`src/rtl/full_subtractor_fs_cell.sv`:
```
// One-bit full subtractor cell: d = a - b - bin, with borrow-out.
// Purely combinational; chained by the top level into a ripple-borrow subtractor.
module fs_cell (
   input  logic a,
   input  logic b,
   input  logic bin,
   output logic d,
   output logic bout
);

   always_comb begin
      d    = a ^ b ^ bin;
      // Borrow when b exceeds a, or when they are equal and a borrow arrives.
      bout = (~a & b) | (~(a ^ b) & bin);
   end

endmodule

```
`src/rtl/full_subtractor.sv`:
```
// Registered ripple-borrow subtractor: {Bout,Diff} = A - Bin - C, one cycle of latency.
// Diff/Bout load only on in_valid and otherwise hold; out_valid tracks in_valid.
module full_subtractor #(
   parameter int unsigned WIDTH = 1
) (
   input  logic             clk,
   input  logic             rst,
   input  logic [WIDTH-1:0] A,
   input  logic [WIDTH-1:0] Bin,
   input  logic             C,
   input  logic             in_valid,
   output logic [WIDTH-1:0] Diff,
   output logic             Bout,
   output logic             out_valid
);

   logic [WIDTH:0]   borrow;
   logic [WIDTH-1:0] diff_c;

   assign borrow[0] = C;

   for (genvar i = 0; i < WIDTH; i++) begin : g_cell
      fs_cell u_cell (
         .a    (A[i]),
         .b    (Bin[i]),
         .bin  (borrow[i]),
         .d    (diff_c[i]),
         .bout (borrow[i+1])
      );
   end

   logic [WIDTH-1:0] diff_d, diff_q;
   logic             bout_d, bout_q;
   logic             valid_d, valid_q;

   always_comb begin
      diff_d  = diff_q;
      bout_d  = bout_q;
      valid_d = in_valid;
      if (in_valid) begin
         diff_d = diff_c;
         bout_d = borrow[WIDTH];
      end
   end

   always_ff @(posedge clk or posedge rst) begin
      if (rst) begin
         diff_q  <= '0;
         bout_q  <= 1'b0;
         valid_q <= 1'b0;
      end else begin
         diff_q  <= diff_d;
         bout_q  <= bout_d;
         valid_q <= valid_d;
      end
   end

   assign Diff      = diff_q;
   assign Bout      = bout_q;
   assign out_valid = valid_q;

endmodule

```
`config.mk`:
```
export PLATFORM = sky130hd
export DESIGN_NAME = full_subtractor
export DESIGN_NICKNAME = d
export VERILOG_FILES = /design/src/rtl/full_subtractor_fs_cell.sv /design/src/rtl/full_subtractor.sv
export SDC_FILE = /design/constraint.sdc
export NUM_CORES = 1
export LEC_CHECK = 0
export CORE_AREA = 2 2 39 41
export DETAILED_ROUTE_END_ITERATION = 10
export DIE_AREA = 0 0 41 43
export PLACE_DENSITY = 0.3
export SYNTH_ARGS = -nofsm -noshare
export SYNTH_HDL_FRONTEND = slang
export SYNTH_SLANG_ARGS = --single-unit
```
`constraint.sdc`:
```
create_clock -name clk -period 0.9 [get_ports clk]
set_input_delay 0.135 -clock clk [delete_from_list [all_inputs] [get_ports clk]]
set_output_delay 0.135 -clock clk [all_outputs]
set_load 0.005 [all_outputs]
```
-- Yosys cells after proc, flatten, opt, wreduce, memory -nomap -nowiden
Index checks and enable logic that the tools add are counted.
W data, S select, Z words.
- register bits after elaboration: 3
- word-level logic and storage cells: 10
- bitwise gates (word level): 7
- operators by type and width (cell ; number):
    $and A1 B1 Y1 ; 2
    $not A1 Y1 ; 2
    $xor A1 B1 Y1 ; 2
    $or A1 B1 Y1 ; 1

-- Logic depth before layout (Yosys ltp)
- depth in word-level cells: 4
- mapped depth: 3
- gate-level depth less buffers: 3

-- Hierarchy
A second synthesis with hierarchy kept.
- cells, all modules: 10
- area, all modules: 132.6 um2
- by module, submodules not included (module ; instances ; cells an instance ; area each (um2) ; sequential area each (um2)):
    full_subtractor ; 1 ; 6 ; 101.3 ; 75.1
    fs_cell ; 1 ; 4 ; 31.3 ; 0.0

-- Least setup slack after synthesis
No wires, ideal clock.
- path type: in2reg
- start: in Bin
- end: reg diff_q (netlist: Diff)
- setup time: 0.125 ns
- arrival: 0.852 ns
- slack: -0.077 ns
- stages: 3
- path buffers: 0
- path through: inv_1 fa_1 mux2_4
- cells in the longest elaborated chain, start to end: 2
- ends and longest elaborated chain (item ; line ; text):
    from (decl) ; full_subtractor.sv:9 ; input logic [WIDTH-1:0] Bin,
    $xor A1 B1 Y1 (2 in a row) ; full_subtractor_fs_cell.sv:12 ; d = a ^ b ^ bin;
    via diff_c ; full_subtractor.sv:18 ; logic [WIDTH-1:0] diff_c;
    to (signal assigned) ; full_subtractor.sv:52 ; diff_q <= diff_d;
    to (decl) ; full_subtractor.sv:32 ; logic [WIDTH-1:0] diff_d, diff_q;
The timed path passes the listed nets, and every way through them passes these cells.
A chain may end at the register's enable or synchronous reset.

==> results.cfg <==
[outcome]
status = complete, no violations

[yosys]
synthXorXnorAreaFrac_pct = 0
synth-compound-area-share_pct = 3.85
synth_top_family_by_area = adder cells
ys_warn_count = 0
synth_area_leaders = dfrtp_1, fa_1, mux2_4
synth-seq-area-share_pct = 57.7
synth.largest_area_cell = dfrtp_1
synth_cells = 10
syn-num-nets = 17
synth_adder_area_share_pct = 15.4
yosys-mux-area-fraction_pct = 11.5
yosys.area_share.simple_pct = 2.88
ys_seq_elements = 3
synth_ff_type = dfrtp_1
ys_async_sr_fraction_pct = 100
synth_top_area_share_pct = 57.7
synth_edf_count = 0
synth_common_cells = dfrtp_1, inv_1
syn-cell-area_um2 = 130
syn_area_per_cell_um2 = 13.0
ys_types = 6

[power_and_ir_drop]
power_frac_seq_pct = 33.2
p_comb_share_pct = 19.4
clkPwrFrac_pct = 47.4
p_leak_nw = 0.130
peakVddDrop_uv = 256
power_density_nw_per_um2 = 1870
intPower_uw = 379
p_switching_uw = 102
p_sw_share_pct = 21.1

[worst_setup_path]
arrival_ns = 0.98
crit_type = flip-flop to flip-flop
crit_chain = buf_4 -> mux2_4
crit_path_max_incr_delay_ns = 0.37
path_max_fanout = 2
r2r_start = Diff
critPathLaunchType = flip-flop
crit_family = flip-flops
cp_num_buf_inv = 1
slowest_stage = dfrtp_1
r2r-end = Diff
cp.required_ns = 1.01
end_kind = flip-flop
r2r_slack_ns = 0.03
ff2ff_path_depth = 2

[layout]
fin_nets = 33
drive_gt1_share_pct = 56.0
final_area_um2 = 256
nFillCells = 154
final_util_pct = 18.5
multi_input_area_um2 = 43.8
area_delta_synth_final_pct = 97.1
antennaDiodeCount = 0
regArea_um2 = 75.1

[die]
fp.coreArea_um2 = 1380
dieArea_um2 = 1760
start_util_pct = 9.40
ios = 9
die_h_um = 43
die_w_um = 41
row_count = 14

[clock_tree]
clk_pin_slew_ns = 0.03
cts_hold_buf = 0
h-tree-depth = 1
cts_root_buf = clkbuf_4
cts_tree = built
cts-buffers-inserted = 3
cts.sinks = 3
clk_path_buf_depth = 2
post-cts-setup-buffers = 0
clock_latency_ns = 0.23

[sta]
hold_ws_ns = 0.0789
rsz0062_at_grt = false
setup_tns_ns = 0
period_share_pct = 97.1
period_needed_ns = 0.874
slew_headroom_pct = 91.8
final_max_slew_viol_count = 0
fmax_mhz = 1140
worst_pin_slew_ns = 0.123
fin_skew_ns = 0
hold_viol_final = 0
setup_viol_count_final = 0

[drt]
met3WireLength_um = 57
via_count = 111
met2WireLength_um = 121
drt_iter0_markers = 0
vias_per_cell = 2.71
drt-total-wl_um = 298
ant_nets = 0
highest_layer = met3
drtPass1Iterations = 1
wl_per_cell_um = 7.27
wl_met1_um = 120
drc = 0

[place]
hpwl_um = 245
gp_congestion = 0.506
io_buffers = 8
place_area_um2 = 260

[global_route]
grt_start_max_net_pins = 4
grt_pass1_wl_um = 379
overflow = 0
track_usage_pct = 4.02
first_global_vias = 112
antenna_found_initial = 0

[min_path]
holdCritPathClass = input port to async pin

[run]
maxCapViolations = 0
[layer usage]
| layer | global-route usage [%] | vias up |
|---|---|---|
| met5 | 0 | - |
| met4 | 8.00 | 0 |
| met3 | 1.57 | 0 |
| met2 | 5.00 | 9 |
| met1 | 2.89 | 43 |
| li1 | - | 59 |
[what timing repair did]
item / 4_1_cts / 5_1_grt
hold endpoints to repair: 0 / 0
resized for setup: 23 / 0
setup endpoints to repair: 5 / 0
[per-stage QoR]
step	instances	worst slack, ns	total power [mW]
6_report	41	0.0264	0.481
4_1_cts	41	0.0229	0.496
3_5_place_dp	37	-0.689	0.279
3_3_place_gp	37	-0.696	0.279
2_1_floorplan	10	-0.0768	0.192
5_1_grt	41	0.00342	0.519
[registers in the layout (all words and copies together) (netlist names)]
register,count
Diff,1
out_valid,1
Bout,1
[power groups by stage]
stage / Clock [mW] / Combinational (mW) / Sequential [mW]
after floorplan: 0 / 0.0291 / 0.163
after global placement: 0 / 0.119 / 0.160
after detailed placement: 0 / 0.118 / 0.162
after CTS: 0.240 / 0.0960 / 0.160
after global routing: 0.254 / 0.104 / 0.162
final: 0.228 / 0.0931 / 0.160
[kinds of logic after synthesis]
family	count (synthesis)
fa+ha+maj	1
compound gates	1
simple gates	1
buf+inv	3
flops	3
mux	1
[cell type report]
class | count | area share [%]
inverters | 3 | 7.32
repair buffers | 11 | 28.3
clock buffers | 4 | 10.2
well taps | 16 | 7.80
multi-input cells | 4 | 17.1
flip-flops and latches | 3 | 29.3
[cells in the final DEF, fill, tap and decap left out]
cell             n
a21oi_1          1
mux2_4           1
clkbuf_1         1
clkbuf_4         3
fa_1             1
inv_8            1
nor2_1           1
inv_1            2
buf_2            6
buf_4            3
clkdlybuf4s50_1  2
dfrtp_1          3
[how the worst max path moves through the flow]
stage,end,startpoint,cells after the start
CTS,Diff,Diff,2
floorplan,Diff,Bin,3
global placement,Diff,Bin,4
detailed placement,Diff,Bin,4
finish,Diff,Diff,2
global route,Diff,Diff,2
No activity file was read; power rests on OpenSTA's default activity.
